### config.mk
export PLATFORM = sky130hd
export DESIGN_NAME = charge_ctrl_multi_flat
export DESIGN_NICKNAME = d
export VERILOG_FILES = /design/src/rtl/charge_pkg.sv /design/src/rtl/charge_ctrl_multi_if.sv /design/src/rtl/charge_timer.sv /design/src/rtl/charge_ctrl_multi.sv /design/src/flat_wrapper.sv
export SDC_FILE = /design/constraint.sdc
export NUM_CORES = 1
export LEC_CHECK = 0
export BUFFER_PORTS_ARGS = -buffer_cell sky130_fd_sc_hd__buf_2
export CAP_MARGIN = 20
export CORE_ASPECT_RATIO = 1.25
export CORE_MARGIN = 1
export CORE_UTILIZATION = 57
export DETAILED_ROUTE_END_ITERATION = 12
export PLACE_DENSITY = 0.76
export SETUP_SLACK_MARGIN = 0.02
export SYNTH_ARGS = -nofsm -noshare
export SYNTH_HDL_FRONTEND = slang
export SYNTH_SLANG_ARGS = --single-unit
export TNS_END_PERCENT = 30
### constraint.sdc
create_clock -name Clk1 -period 3.3 [get_ports Clk1]
set_input_delay 0.165 -clock Clk1 [delete_from_list [all_inputs] [get_ports Clk1]]
set_output_delay 0.165 -clock Clk1 [all_outputs]
set_load 0.1 [all_outputs]
### src/rtl/charge_pkg.sv
// Shared definitions for the multi-channel coin-operated charging controller:
// keypad codes, front-end FSM state names and the binary-to-BCD helper.
// Latency: n/a (package only). Backpressure: n/a.
package charge_pkg;

  // Keypad codes above the ten digits; 13..15 carry no meaning.
  localparam logic [3:0] KEY_START   = 4'd10;
  localparam logic [3:0] KEY_CLEAR   = 4'd11;
  localparam logic [3:0] KEY_CONFIRM = 4'd12;

  // Front-end FSM states.
  typedef enum logic [1:0] {
    OFF   = 2'd0,
    READY = 2'd1,
    ENTRY = 2'd2
  } state_e;

  // Display code that the 7-segment driver renders as blank.
  localparam logic [7:0] BCD_BLANK = 8'hFF;

  // Two-digit BCD of a value in 0..99: tens in [7:4], ones in [3:0].
  function automatic logic [7:0] bin2bcd(input logic [6:0] v);
    logic [3:0] tens;
    logic [3:0] ones;
    tens = 4'(v / 7'd10);
    ones = 4'(v % 7'd10);
    return {tens, ones};
  endfunction

endpackage

### src/rtl/charge_ctrl_multi_if.sv
// Keypad / display / status bundle between the keypad scanner, the charging
// controller and the 7-segment driver. Latency: n/a (wires only).
// Backpressure: none; KeyValid is a one-cycle strobe that is never stalled.
//   master: keypad side (drives KeyValid/KeyCode/ChSel, observes outputs)
//   slave : controller side (consumes keys, drives displays and status)
interface charge_ctrl_multi_if #(
  parameter int NUM_CH = 2
);
  localparam int CH_W = (NUM_CH > 1) ? $clog2(NUM_CH) : 1;

  logic              KeyValid;
  logic [3:0]        KeyCode;
  logic [CH_W-1:0]   ChSel;
  logic [7:0]        NumMoney;
  logic [7:0]        NumTime;
  logic [NUM_CH-1:0] Charging;
  logic [NUM_CH-1:0] ChDone;
  logic              Err;

  modport master (
    output KeyValid, KeyCode, ChSel,
    input  NumMoney, NumTime, Charging, ChDone, Err
  );

  modport slave (
    input  KeyValid, KeyCode, ChSel,
    output NumMoney, NumTime, Charging, ChDone, Err
  );

endinterface

### src/rtl/charge_timer.sv
// Per-channel charge countdown in whole seconds.
// Latency: active/remaining follow load by one cycle; done pulses on the expiring tick.
// Backpressure: none; load and tick are accepted every cycle, load takes priority.
//   Ports: Clk1, Rst (sync, active high), load, load_val[6:0], tick,
//          remaining[6:0], active, done
module charge_timer (
  input  logic       Clk1,
  input  logic       Rst,
  input  logic       load,
  input  logic [6:0] load_val,
  input  logic       tick,
  output logic [6:0] remaining,
  output logic       active,
  output logic       done
);

  always_ff @(posedge Clk1) begin
    if (Rst) begin
      remaining <= '0;
      active    <= 1'b0;
      done      <= 1'b0;
    end else begin
      done <= 1'b0;
      if (load) begin
        // A tick coinciding with the load is swallowed so the full time is served.
        remaining <= load_val;
        active    <= (load_val != 7'd0);
      end else if (active && tick) begin
        remaining <= remaining - 7'd1;
        if (remaining == 7'd1) begin
          active <= 1'b0;
          done   <= 1'b1;
        end
      end
    end
  end

endmodule

### src/rtl/charge_ctrl_multi.sv
// Multi-channel charging controller: one keypad front end, NUM_CH independent timers.
// Latency: state/timers update one cycle after a key; displays lag the state by one more cycle.
// Backpressure: none; every key strobe is consumed or ignored in the cycle it arrives.
//   Ports: Clk1, Rst (sync, active high), bus (slave): KeyValid, KeyCode, ChSel in;
//          NumMoney, NumTime, Charging[NUM_CH], ChDone[NUM_CH], Err out.
module charge_ctrl_multi
  import charge_pkg::*;
#(
  parameter int TICK_DIV  = 500,
  parameter int NUM_CH    = 2,
  parameter int RATE      = 2,
  parameter int MAX_MONEY = 20,
  parameter int IDLE_SEC  = 10
) (
  input logic                Clk1,
  input logic                Rst,
  charge_ctrl_multi_if.slave bus
);

  localparam int CH_W   = (NUM_CH > 1) ? $clog2(NUM_CH) : 1;
  localparam int DIV_W  = $clog2(TICK_DIV);
  localparam int IDLE_W = $clog2(IDLE_SEC + 1);

  localparam logic [1:0] S_OFF   = OFF;
  localparam logic [1:0] S_READY = READY;
  localparam logic [1:0] S_ENTRY = ENTRY;

  localparam logic [6:0]        MAX_M    = 7'(MAX_MONEY);
  localparam logic [DIV_W-1:0]  DIV_LAST = DIV_W'(TICK_DIV - 1);
  localparam logic [IDLE_W-1:0] IDLE_END = IDLE_W'(IDLE_SEC - 1);

  // ---------------------------------------------------------------------------
  // 1 s tick divider
  // ---------------------------------------------------------------------------
  logic [DIV_W-1:0] div_cnt;
  logic             tick;

  assign tick = (div_cnt == DIV_LAST);

  always_ff @(posedge Clk1) begin
    if (Rst)       div_cnt <= '0;
    else if (tick) div_cnt <= '0;
    else           div_cnt <= div_cnt + DIV_W'(1);
  end

  // ---------------------------------------------------------------------------
  // Front-end FSM
  // ---------------------------------------------------------------------------
  logic [1:0]        state, state_n;
  logic [6:0]        money, money_n;
  logic              second, second_n;     // second digit already taken
  logic [CH_W-1:0]   ent_ch, ent_ch_n;
  logic [CH_W-1:0]   sel_ch;
  logic [IDLE_W-1:0] idle, idle_n;
  logic              err, err_n;
  logic [NUM_CH-1:0] load_vec;
  logic [NUM_CH-1:0] active_vec;
  logic [NUM_CH-1:0] done_vec;
  logic [6:0]        load_val;
  logic [6:0]        rem [NUM_CH];
  logic              is_digit;
  logic [6:0]        first_val;
  logic [7:0]        combined;

  // A selector pointing past the last channel falls back to channel 0.
  assign sel_ch = (int'(bus.ChSel) < NUM_CH) ? bus.ChSel : '0;

  assign is_digit  = (bus.KeyCode <= 4'd9);
  assign first_val = ({3'b0, bus.KeyCode} > MAX_M) ? MAX_M : {3'b0, bus.KeyCode};
  // money <= 9 when the second digit arrives, so 10*money+d stays within 8 bits.
  assign combined  = {1'b0, money} * 8'd10 + {4'd0, bus.KeyCode};
  assign load_val  = 7'(money * RATE);

  always_comb begin
    state_n  = state;
    money_n  = money;
    second_n = second;
    ent_ch_n = ent_ch;
    idle_n   = idle;
    err_n    = 1'b0;
    load_vec = '0;

    // Idle timeout only runs in READY with nothing charging; any key restarts it.
    // A key in the timeout cycle suppresses the timeout, so the key always wins.
    if (bus.KeyValid) begin
      idle_n = '0;
    end else if (state == S_READY && active_vec == '0) begin
      if (tick) begin
        if (idle == IDLE_END) begin
          idle_n  = '0;
          state_n = S_OFF;
        end else begin
          idle_n = idle + IDLE_W'(1);
        end
      end
    end else begin
      idle_n = '0;
    end

    if (bus.KeyValid) begin
      case (state)
        S_OFF: begin
          if (bus.KeyCode == KEY_START) state_n = S_READY;
        end
        S_READY: begin
          if (is_digit) begin
            state_n  = S_ENTRY;
            money_n  = first_val;
            second_n = 1'b0;
            ent_ch_n = sel_ch;
          end
        end
        S_ENTRY: begin
          if (is_digit) begin
            if (!second && money != MAX_M) begin
              money_n  = (combined > {1'b0, MAX_M}) ? MAX_M : combined[6:0];
              second_n = 1'b1;
            end
          end else if (bus.KeyCode == KEY_CLEAR) begin
            money_n = '0;
            state_n = S_READY;
          end else if (bus.KeyCode == KEY_CONFIRM && money != 7'd0) begin
            // A busy channel rejects the purchase; the money is dropped either way.
            if (active_vec[ent_ch]) err_n = 1'b1;
            else                    load_vec[ent_ch] = 1'b1;
            money_n = '0;
            state_n = S_READY;
          end
        end
        default: state_n = S_OFF;
      endcase
    end
  end

  always_ff @(posedge Clk1) begin
    if (Rst) begin
      state  <= S_OFF;
      money  <= '0;
      second <= 1'b0;
      ent_ch <= '0;
      idle   <= '0;
      err    <= 1'b0;
    end else begin
      state  <= state_n;
      money  <= money_n;
      second <= second_n;
      ent_ch <= ent_ch_n;
      idle   <= idle_n;
      err    <= err_n;
    end
  end

  // ---------------------------------------------------------------------------
  // Channel timers
  // ---------------------------------------------------------------------------
  for (genvar g = 0; g < NUM_CH; g++) begin : g_ch
    charge_timer u_timer (
      .Clk1      (Clk1),
      .Rst       (Rst),
      .load      (load_vec[g]),
      .load_val  (load_val),
      .tick      (tick),
      .remaining (rem[g]),
      .active    (active_vec[g]),
      .done      (done_vec[g])
    );
  end

  // ---------------------------------------------------------------------------
  // Display registers, built from the registered state so they follow it by one
  // cycle; the READY view tracks ChSel live, the ENTRY view the latched channel's money.
  // ---------------------------------------------------------------------------
  logic [7:0] num_money, num_time;

  always_ff @(posedge Clk1) begin
    if (Rst) begin
      num_money <= BCD_BLANK;
      num_time  <= BCD_BLANK;
    end else begin
      case (state)
        S_ENTRY: begin
          num_money <= bin2bcd(money);
          num_time  <= bin2bcd(load_val);
        end
        S_READY: begin
          num_money <= 8'h00;
          num_time  <= active_vec[sel_ch] ? bin2bcd(rem[sel_ch]) : 8'h00;
        end
        default: begin
          num_money <= BCD_BLANK;
          num_time  <= BCD_BLANK;
        end
      endcase
    end
  end

  assign bus.NumMoney = num_money;
  assign bus.NumTime  = num_time;
  assign bus.Charging = active_vec;
  assign bus.ChDone   = done_vec;
  assign bus.Err      = err;

endmodule

### src/flat_wrapper.sv
// flat-port wrapper written by rule: the top's interface ports become plain ports
module charge_ctrl_multi_flat import charge_pkg::*;
#(
  parameter int TICK_DIV  = 500,
  parameter int NUM_CH    = 2,
  parameter int RATE      = 2,
  parameter int MAX_MONEY = 20,
  parameter int IDLE_SEC  = 10
)
  (Clk1, Rst, bus_KeyValid, bus_KeyCode, bus_ChSel, bus_NumMoney, bus_NumTime, bus_Charging, bus_ChDone, bus_Err);
  charge_ctrl_multi_if #(.NUM_CH(NUM_CH)) bus_i ();
  input logic Clk1;
  input logic Rst;
  input wire logic [$bits(bus_i.KeyValid)-1:0] bus_KeyValid;
  input wire logic [$bits(bus_i.KeyCode)-1:0] bus_KeyCode;
  input wire logic [$bits(bus_i.ChSel)-1:0] bus_ChSel;
  output wire logic [$bits(bus_i.NumMoney)-1:0] bus_NumMoney;
  output wire logic [$bits(bus_i.NumTime)-1:0] bus_NumTime;
  output wire logic [$bits(bus_i.Charging)-1:0] bus_Charging;
  output wire logic [$bits(bus_i.ChDone)-1:0] bus_ChDone;
  output wire logic [$bits(bus_i.Err)-1:0] bus_Err;
  assign bus_i.KeyValid = bus_KeyValid;
  assign bus_i.KeyCode = bus_KeyCode;
  assign bus_i.ChSel = bus_ChSel;
  assign bus_NumMoney = bus_i.NumMoney;
  assign bus_NumTime = bus_i.NumTime;
  assign bus_Charging = bus_i.Charging;
  assign bus_ChDone = bus_i.ChDone;
  assign bus_Err = bus_i.Err;
  charge_ctrl_multi #(.TICK_DIV(TICK_DIV), .NUM_CH(NUM_CH), .RATE(RATE), .MAX_MONEY(MAX_MONEY), .IDLE_SEC(IDLE_SEC)) u_core (.Clk1(Clk1), .Rst(Rst), .bus(bus_i));
endmodule
; ---- After elaboration in Yosys (flattened, before gate mapping)
; Index checks and enable logic that the tools add are counted.
[word_totals]
ff_bits = 59
inputBits = 8
out_inout_bits = 21
word_cells = 139
[classes]
addsub = 5
multipliers = 1
n_div = 6
magnitude_cmp = 6
n_eq_ne = 15
muxes = 54
n_bitwise = 7
reduce_logical = 28
[ops]
columns = operator, count
row1 = $mux 7, 13
row2 = $mux 2, 16
row3 = $pmux 8 s2, 2
row4 = $div 7x4->7 const B, 3
row5 = $mod 7x4->7 const B, 3
row6 = $mux 1, 17
row7 = $eq 4x4->1 const B, 4
row8 = $eq 7x1->1 const B, 2
row9 = $pmux 7 s2, 1
row10 = $reduce_bool 7->1, 2
row11 = $sub 7x1->7 const B, 2
row12 = $reduce_and 5->1, 2
row13 = $reduce_bool 2->1, 5
row14 = $add 9x1->9 const B, 1
row15 = $eq 9x9->1 const B, 1
row16 = $reduce_or 3->1, 3
row17 = $add 8x4->8, 1
row18 = $gt 8x5->1 const B, 1
row19 = $mux 8, 1
row20 = $mul 7x3->7 const B, 1
row21 = $ne 7x5->1 const B, 1
row22 = $logic_and 1x1->1, 6
row23 = $ne 2x1->1 const B, 3
row24 = $not 1->1, 6
row25 = other kinds (20), 25

; ---- Depth between registers and ports, before layout
; Gate-level depths: netlist of the first run.
[logic_depth]
depth_word = 12
ltp_mapped = 14
mapped_depth_nobuf = 12

; ---- By module
; A second synthesis of the first run with hierarchy kept.
[unflattened]
cells_unflattened = 545
area_unflattened_um2 = 4448.0
[by_module_without_submodules]
columns = mod, n_inst, cells_each, area_each_um2, seq_area_each_um2
row1 = charge_ctrl_multi, 1, 429, 3369.5, 820.8
row2 = charge_timer, 2, 58, 539.3, 180.2

; ---- Worst setup path before layout of the first run
; No wires, ideal clock.
[synth_timing]
path_kind = flip-flop to flip-flop
startpoint = reg u_core.money[5]
endpoint = reg u_core.num_money[2], in the netlist u_core.bus.NumMoney[2]
setup_time_ns = 0.087
t_arrival_ns = 2.843
required_ns = 3.213
path_slack_ns = 0.370
path_stages_with_launch = 12
path_buffers = 1
synth_period_minus_slack_ns = 2.930
cell_sequence = dfxtp_1 -> buf_2 -> inv_1 -> ha_1 -> o21ai_1 -> xnor2_2 -> o21ai_1 -> a222oi_1 -> ha_1 -> mux2_2 -> o31a_1 -> o31ai_1
[synth_between]
elab_chain_cells = 2
[synth_lines]
columns = element, line
row1 = start: declaration, charge_ctrl_multi.sv:50  ; logic [6:0] money, money_n;
row2 = start signal: assignment, charge_ctrl_multi.sv:145  ; money <= money_n;
row3 = $mod 7x4->7, charge_pkg.sv:26  ; ones = 4'(v % 7'd10);
row4 = $pmux 8 s2, charge_ctrl_multi.sv:180  ; case (state)
row5 = end signal: assignment, charge_ctrl_multi.sv:182  ; num_money <= bin2bcd(money);
row6 = end: declaration, charge_ctrl_multi.sv:173  ; logic [7:0] num_money, num_time;
; Every way passes these cells.
; A chain may end at the register's enable or synchronous reset.

; ---- Worst setup path after layout of the first run
[layout_timing]
startpoint = reg u_core.g_ch[1].u_timer.remaining[3]
endpoint = reg u_core.num_time[1], in the netlist u_core.bus.NumTime[1]
[layout_between]
elab_chain_cells = 6
[layout_lines]
columns = element, line
row1 = start: declaration, charge_timer.sv:12  ; output logic [6:0] remaining,
row2 = start signal: assignment, charge_timer.sv:26  ; remaining <= load_val;
row3 = start signal: assignment, charge_timer.sv:29  ; remaining <= remaining - 7'd1;
row4 = $mux 7 (implied by the code) (3 in series), charge_ctrl_multi.sv:187  ; num_time <= active_vec[sel_ch] ? bin2bcd(rem[sel_ch]) : 8'h00;
row5 = $mod 7x4->7, charge_pkg.sv:26
row6 = $mux 8, charge_ctrl_multi.sv:187
row7 = $pmux 8 s2, charge_ctrl_multi.sv:180
row8 = end signal: assignment, charge_ctrl_multi.sv:183  ; num_time <= bin2bcd(load_val);
row9 = end signal: assignment, charge_ctrl_multi.sv:187
row10 = end: declaration, charge_ctrl_multi.sv:173
; Every way passes these cells. The select of a mux whose other input is x is not followed.

==> impl_metrics.sql, run 1 <==
INSERT INTO impl_metrics (metric_group, metric, value, unit) VALUES
('sta', 'layout_worst_path_cycle_share', '92.9', '%'),
('cts', 'root_buffer', 'sky130_fd_sc_hd__clkbuf_8', ''),
('worst_setup_path', 'worst_setup_path_end_kind', 'register', ''),
('run', 'max-cap-violations', '0', ''),
('power', 'post-layout-total-power', '1450', 'uW'),
('die', 'die_x', '82.0', 'um'),
('synthesis', 'synth_ff_type', 'sky130_fd_sc_hd__dfxtp_1', ''),
('cts', 'numCtsBuffers', '9', ''),
('synthesis', 'postSynthAreaPerCell', '7.83', 'sq um'),
('worst_setup_path', 'cp_data_required_time', '3560', 'ps'),
('worst_setup_path', 'startpoint', 'u_core.g_ch[1].u_timer.remaining[3]$_SDFFE_PP0P_', ''),
('power', 'cellLeakagePower', '0.00190', 'uW'),
('power', 'power.density_cell_area', '287', 'mW/mm^2'),
('detailed_routing', 'postRouteAntennaNets', '0', ''),
('final_layout', 'drive_above_1_share', '16.3', '%'),
('worst_setup_path', 'cp_max_fo', '7', ''),
('final_layout', 'antenna-diode-count', '0', ''),
('synthesis', 'yosys_register_bits', '59', ''),
('synthesis', 'synth.net_count', '617', ''),
('global_routing', 'grt_pass1_wl', '19400', 'um'),
('die', 'io_pins', '29', ''),
('synthesis', 'count_of_flip_flops_with_a_built_in_enable_after_synthesis', '0', ''),
('status', 'outcome', 'completed', ''),
('sta', 'maxSlewViolCount', '0', ''),
('detailed_routing', 'wl', '11600', 'um'),
('global_routing', 'gr-usage-all-layers', '29.9', '%'),
('synthesis', 'synth-seq-area-share', '25.9', '%'),
('cts', 'clkSlewWorstSetupHoldPaths', '70', 'ps'),
('hold_path', 'min_path_type', 'primary input to register', ''),
('worst_setup_path', 'crit_end', 'u_core.bus.NumTime[1]$_SDFF_PP1_', ''),
('detailed_routing', 'wire_per_inst', '16.3', 'um'),
('detailed_routing', 'vias', '4457', ''),
('final_layout', 'multi_input_area', '0.00311', 'sq mm'),
('final_layout', 'layout_common_cells', 'sky130_fd_sc_hd__nor2_1 (57), sky130_fd_sc_hd__dfxtp_1 (57), sky130_fd_sc_hd__a21oi_1 (39)', ''),
('sta', 'tightest_slew', '633', 'ps'),
('sta', 'finalWorstPathRequiredPeriod', '3070', 'ps'),
('global_routing', 'globalRouteMet3Util', '4.64', '%'),
('global_routing', 'gr-total-overflow', '0', ''),
('detailed_routing', 'routed_via_density', '6.24', ''),
('worst_setup_path', 'crit_reg_reg_endpoint', 'u_core.bus.NumTime[1]$_SDFF_PP1_', ''),
('cts', 'clk-insertion-delay-late', '340', 'ps'),
('synthesis', 'synthesis.area', '0.00455', 'sq mm'),
('sta', 'hold_violations', '0', ''),
('cts', 'cts-hold-fix-buffers', '0', ''),
('final_layout', 'layout.core_utilization', '65.1', '%'),
('synthesis', 'ys_async_sr_fraction', '0', '%'),
('die', 'die_h', '102', 'um'),
('sta', 'final_setup_violation_count', '0', ''),
('place', 'place_congestion', '0.986', ''),
('die', 'floorplan.rows', '36', ''),
('die', 'initial_core_util', '58.8', '%'),
('power', 'clockPowerShare', '40.5', '%'),
('final_layout', 'nFillCells', '681', ''),
('cts', 'clock_tree_from_tritoncts', 'yes', ''),
('detailed_routing', 'detailedRoute.firstPassIterationCount', '6', ''),
('sta', 'clock.fmax', '326', 'MHz'),
('global_routing', 'global_route.peak_usage_layer', 'met2', ''),
('worst_setup_path', 'setup_slack_on_the_worst_flop_to_flop_path', '230', 'ps'),
('worst_setup_path', 'worst_r2r_startpoint', 'u_core.g_ch[1].u_timer.remaining[3]$_SDFFE_PP0P_', ''),
('power', 'comb_power_share', '9.5', '%'),
('power', 'power_switching', '409', 'uW'),
('global_routing', 'antenna_found_initial', '0', ''),
('detailed_routing', 'drt_iter0_markers', '266', ''),
('final_layout', 'flow.area_growth_from_synthesis', '10.7', '%'),
('global_routing', 'grt_pass1_vias', '4301', ''),
('global_routing', 'global_route.usage.met1', '35.2', '%'),
('place', 'detailedPlacementHpwl', '8720', 'um'),
('sta', 'worst_slew_margin', '57.4', '%'),
('sta', 'clock_skew', '10.1', 'ps'),
('cts', 'clk_path_buf_depth', '2', ''),
('worst_setup_path', 'worstSetupPathType', 'register to register', '');
## logic make-up (layout without fill, tap and decap cells)
group,Yosys count,in the layout,share of synthesized area (%)
buf+inv,61,98,6.10
fa+ha+maj,29,29,8.19
simple gates,208,208,23.1
xor+xnor,35,35,7.06
compound gates,169,169,24.5
mux,21,21,5.14
flops,59,59,25.9
## through the flow
stage,hold slack (ps),setup WS [ps],area (sq um),instances
after CTS,142,218,5030,714
after global placement,426,297,4850,698
final,158,234,5040,714
after detailed placement,439,208,4850,698
after floorplan,280,370,4550,582
after global routing,169,24.5,5040,714
## power by group through the flow
stage / sequential [uW] / combinational [uW] / clock [uW]
6_report: 725 / 138 / 586
5_1_grt: 726 / 150 / 635
4_1_cts: 725 / 136 / 596
3_5_place_dp: 741 / 136 / 0
3_3_place_gp: 741 / 133 / 0
2_1_floorplan: 765 / 77.7 / 0
## Yosys cell counts, types with 6 or more instances
cell type                   n  share of area (%)
sky130_fd_sc_hd__inv_1     24                2.0
sky130_fd_sc_hd__or3_1      8                1.1
sky130_fd_sc_hd__a21oi_1   39                4.3
sky130_fd_sc_hd__nand2b_1  10                1.4
sky130_fd_sc_hd__nor3_1    24                2.6
sky130_fd_sc_hd__clkbuf_1  16                1.3
sky130_fd_sc_hd__xor2_1    12                2.3
sky130_fd_sc_hd__nand3_1   17                1.9
sky130_fd_sc_hd__mux2_2     6                1.5
sky130_fd_sc_hd__nor4_1     6               0.82
sky130_fd_sc_hd__nor2_1    57                4.7
sky130_fd_sc_hd__xnor2_1   21                4.0
sky130_fd_sc_hd__o21ai_0   38                4.2
sky130_fd_sc_hd__ha_1      25                6.9
sky130_fd_sc_hd__a211oi_1  16                2.6
sky130_fd_sc_hd__buf_2     10                1.1
sky130_fd_sc_hd__dfxtp_1   59                 26
sky130_fd_sc_hd__nand4_1   10                1.4
sky130_fd_sc_hd__nand3b_1   6               0.99
sky130_fd_sc_hd__mux2i_1   13                2.9
sky130_fd_sc_hd__buf_4      7                1.2
sky130_fd_sc_hd__nor2b_1   10                1.4
sky130_fd_sc_hd__a31oi_1    8                1.1
sky130_fd_sc_hd__nand2_1   38                3.1
## layout make-up
class / count / share of cell area (%)
clock inverters: 7 / 1.04
flip-flops and latches: 59 / 23.5
inverters: 24 / 1.79
multi-input cells: 462 / 61.6
clock buffers: 9 / 2.46
well taps: 95 / 2.36
repair buffers: 58 / 7.25
## worst max-delay path, stage by stage, from the launching register on
cell                        delay [ps]
sky130_fd_sc_hd__dfxtp_1           410
sky130_fd_sc_hd__nor2b_1           240
sky130_fd_sc_hd__o22a_1            310
sky130_fd_sc_hd__a21oi_1            90
sky130_fd_sc_hd__o21ai_0           150
sky130_fd_sc_hd__o21ai_0           150
sky130_fd_sc_hd__ha_1              230
sky130_fd_sc_hd__o311ai_1          100
sky130_fd_sc_hd__o21ai_0           160
sky130_fd_sc_hd__a31o_2            260
sky130_fd_sc_hd__o31ai_1           390
sky130_fd_sc_hd__mux2_2            390
sky130_fd_sc_hd__o2111ai_1          90
## per-layer routing
| metal | part of all wire (%) | vias up |
|---|---|---|
| met3 | 4.8 | 41 |
| met4 | 3.7 | 0 |
| met1 | 42 | 2063 |
| met2 | 50 | 157 |
| met5 | 0 | - |
| li1 | - | 2196 |
## state kept, by name, indices dropped and copies added (netlist names)
| name | count |
|---|---|
| u_core.g_ch.u_timer.remaining | 14 |
| u_core.div_cnt | 9 |
| u_core.bus.NumMoney | 8 |
| u_core.bus.NumTime | 8 |
| u_core.money | 7 |
| u_core.idle | 4 |
| u_core.g_ch.u_timer.active | 2 |
| u_core.g_ch.u_timer.done | 2 |
| u_core.state | 2 |
| u_core.bus.Err | 1 |
| u_core.ent_ch | 1 |
| u_core.second | 1 |
## timing repair
| action | CTS | global route |
|---|---|---|
| gates resized for setup | 0 | 4 |
| setup endpoints to repair | 0 | 5 |
| setup buffers | 0 | 0 |
## worst min-delay path by stage
stage | from | end | cells after the start
2_1_floorplan | bus_KeyValid | u_core.state[1]$_SDFF_PP0_ | 1
3_3_place_gp | u_core.div_cnt[0]$_SDFF_PP0_ | u_core.div_cnt[0]$_SDFF_PP0_ | 1
3_5_place_dp | u_core.div_cnt[0]$_SDFF_PP0_ | u_core.div_cnt[0]$_SDFF_PP0_ | 1
4_1_cts | bus_KeyValid | u_core.state[1]$_SDFF_PP0_ | 2
5_1_grt | bus_KeyValid | u_core.state[1]$_SDFF_PP0_ | 2
6_report | bus_KeyValid | u_core.state[1]$_SDFF_PP0_ | 2
Note: power is estimated with default switching activity, not from simulation.
==> run 2: changes to the inputs <==
==> constraint.sdc (replaced) <==
create_clock -name Clk1 -period 2.93 [get_ports Clk1]
set_input_delay 0.1465 -clock Clk1 [delete_from_list [all_inputs] [get_ports Clk1]]
set_output_delay 0.1465 -clock Clk1 [all_outputs]
set_load 0.1 [all_outputs]
==> run 2 against run 1 <==
Cell count is 4.1% higher. Critical path depth is 1 lower. Critical path type unchanged. Hold slack worse by 37 ps. Sequential power up 13%. Die area stayed put. Via count rose by 2.9%. Worst setup slack got worse by 130 ps. Maximum frequency increased by 8.6%. Wire length is 3.2% higher.
==> impl_metrics.sql, run 2 (synthesis gave the netlist of run 1 again) <==
INSERT INTO impl_metrics (metric_group, metric, value, unit) VALUES
('worst_setup_path', 'cp_max_fo', '6', ''),
('final_layout', 'layout_common_cells', 'sky130_fd_sc_hd__nor2_1 (55), sky130_fd_sc_hd__buf_4 (55), sky130_fd_sc_hd__dfxtp_1 (54)', ''),
('cts', 'clkSlewWorstSetupHoldPaths', '70', 'ps'),
('worst_setup_path', 'worst_setup_path_end_kind', 'register', ''),
('cts', 'clock_tree_from_tritoncts', 'yes', ''),
('final_layout', 'nFillCells', '640', ''),
('final_layout', 'num-nets-final', '678', ''),
('power', 'cellLeakagePower', '0.00205', 'uW'),
('power', 'power.density_cell_area', '324', 'mW/mm^2'),
('final_layout', 'largest_reg_flops', '14', ''),
('detailed_routing', 'detailedRoute.firstPassIterationCount', '5', ''),
('final_layout', 'antenna-diode-count', '0', ''),
('sta', 'final_setup_violation_count', '0', ''),
('detailed_routing', 'residual_drc_count', '0', ''),
('cts', 'numCtsBuffers', '9', ''),
('sta', 'worst_slew_margin', '56.7', '%'),
('sta', 'grt_setup_unrepaired', 'true', ''),
('status', 'outcome', 'completed', ''),
('cts', 'cts.sinks', '59', ''),
('die', 'io_pins', '29', ''),
('place', 'place_congestion', '0.936', ''),
('die', 'design.die.area', '0.00835', 'sq mm'),
('final_layout', 'layout.core_utilization', '68.8', '%'),
('run', 'max-cap-violations', '0', ''),
('sta', 'clock_skew', '9.65', 'ps'),
('sta', 'least_setup_slack_across_all_paths_after_layout', '107', 'ps'),
('detailed_routing', 'postRouteAntennaNets', '0', ''),
('worst_setup_path', 'cp-start-kind', 'register', ''),
('place', 'placement.cell_area', '0.00503', 'sq mm'),
('sta', 'tightest_slew', '643', 'ps'),
('cts', 'cts-hold-fix-buffers', '0', ''),
('final_layout', 'reg.largest.list', 'u_core.g_ch.u_timer.remaining (14), u_core.div_cnt (9)', ''),
('global_routing', 'grt_max_degree', '30', ''),
('global_routing', 'grt_pass1_vias', '4396', ''),
('sta', 'setup_tns', '0', 'ps'),
('sta', 'maxSlewViolCount', '0', ''),
('final_layout', 'drive_above_1_share', '21.8', '%'),
('global_routing', 'gr-total-overflow', '0', ''),
('place', 'detailedPlacementHpwl', '8850', 'um'),
('place', 'placement.setup.worst_slack', '-70.6', 'ps'),
('final_layout', 'post-route-cell-area', '0.00533', 'sq mm'),
('worst_setup_path', 'cp_data_arrival_time', '3100', 'ps'),
('die', 'die_h', '102', 'um'),
('sta', 'finalWorstPathRequiredPeriod', '2820', 'ps'),
('sta', 'hold_violations', '0', ''),
('power', 'post-layout-total-power', '1730', 'uW'),
('cts', 'clk_path_buf_depth', '2', ''),
('global_routing', 'gr-usage-all-layers', '30.6', '%'),
('worst_setup_path', 'worstSetupPathType', 'register to register', ''),
('cts', 'root_buffer', 'sky130_fd_sc_hd__clkbuf_8', ''),
('detailed_routing', 'routed_via_density', '6.17', ''),
('global_routing', 'grt_pass1_wl', '19900', 'um'),
('die', 'initial_core_util', '58.8', '%'),
('power', 'peakVddDrop', '0.410', 'mV'),
('detailed_routing', 'vias', '4587', ''),
('detailed_routing', 'drt_iter0_markers', '291', ''),
('final_layout', 'flow.area_growth_from_synthesis', '17.0', '%'),
('die', 'floorplan.rows', '36', ''),
('hold_path', 'min_path_type', 'primary input to register', ''),
('sta', 'layout_worst_path_cycle_share', '96.4', '%'),
('detailed_routing', 'wire_per_inst', '16.1', 'um'),
('worst_setup_path', 'cp_data_required_time', '3210', 'ps'),
('detailed_routing', 'wl', '12000', 'um'),
('die', 'fp.coreArea', '0.00775', 'sq mm'),
('global_routing', 'antenna_found_initial', '0', ''),
('final_layout', 'top_register', 'u_core.g_ch.u_timer.remaining', ''),
('die', 'die_x', '82.0', 'um'),
('cts', 'htreeDepth', '3', ''),
('place', 'port_buffers', '28', ''),
('cts', 'clk-insertion-delay-late', '350', 'ps'),
('sta', 'clock.fmax', '354', 'MHz');
-- run 2: worst paths after layout --
path	start	end	slack (ps)	depth (start not counted)
hold reg to reg	u_core.div_cnt[0]$_SDFF_PP0_	u_core.div_cnt[0]$_SDFF_PP0_	460	1
setup / recovery	u_core.money[3]$_SDFFE_PP0P_	u_core.money[3]$_SDFFE_PP0P_	110	11
hold / removal	bus_KeyCode[1]	u_core.money[1]$_SDFFE_PP0P_	120	3
setup reg to reg	u_core.money[3]$_SDFFE_PP0P_	u_core.money[3]$_SDFFE_PP0P_	110	11
-- run 2: critical path: stages (launching register included) --
cell and delay [ps]:
sky130_fd_sc_hd__dfxtp_4 370, sky130_fd_sc_hd__ha_1 270, sky130_fd_sc_hd__ha_1 170, sky130_fd_sc_hd__inv_1 60
sky130_fd_sc_hd__fa_2 350, sky130_fd_sc_hd__xor2_2 210, sky130_fd_sc_hd__nand2_1 100, sky130_fd_sc_hd__o21ba_2 260
sky130_fd_sc_hd__a21oi_1 80, sky130_fd_sc_hd__or3_4 400, sky130_fd_sc_hd__or3_1 320, sky130_fd_sc_hd__a31oi_1 160
-- run 2: stage by stage --
stage                     hold slack, ps  cells
after floorplan                      262    582
final                                120    743
after detailed placement             439    720
after global routing                 137    743
after global placement               429    720
after CTS                            109    736
-- run 2: timing repair --
action	in CTS	in global routing
endpoints found under the hold margin	0	0
buffers inserted	0	7
gates resized for setup	2	21
setup endpoints to repair	3	9
pin swaps	0	4
-- run 2: per-layer routing --
layer / share of wire, % / track usage, % / vias to the layer above
met4: 4.1 / 16.9 / 0
li1: - / - / 2245
met5: 0 / 0 / -
met1: 41 / 35.5 / 2138
met3: 4.1 / 4.82 / 46
met2: 51 / 52.8 / 158
-- run 2: layout make-up --
class | instances | area (sq um) | share of cell area [%]
inverter | 24 | 90.1 | 1.69
multi-input combinational | 462 | 3130 | 58.8
sequential | 59 | 1190 | 22.3
clock inverter | 4 | 50.0 | 0.939
clock buffer | 12 | 145 | 2.72
timing repair buffer | 87 | 601 | 11.3
tap | 95 | 119 | 2.23
-- run 2: power breakdown --
| part | switching, uW | internal [uW] |
|---|---|---|
| Clock | 333 | 415 |
| Sequential | 5.48 | 810 |
| Combinational | 107 | 55.5 |
| Total | 445 | 1280 |
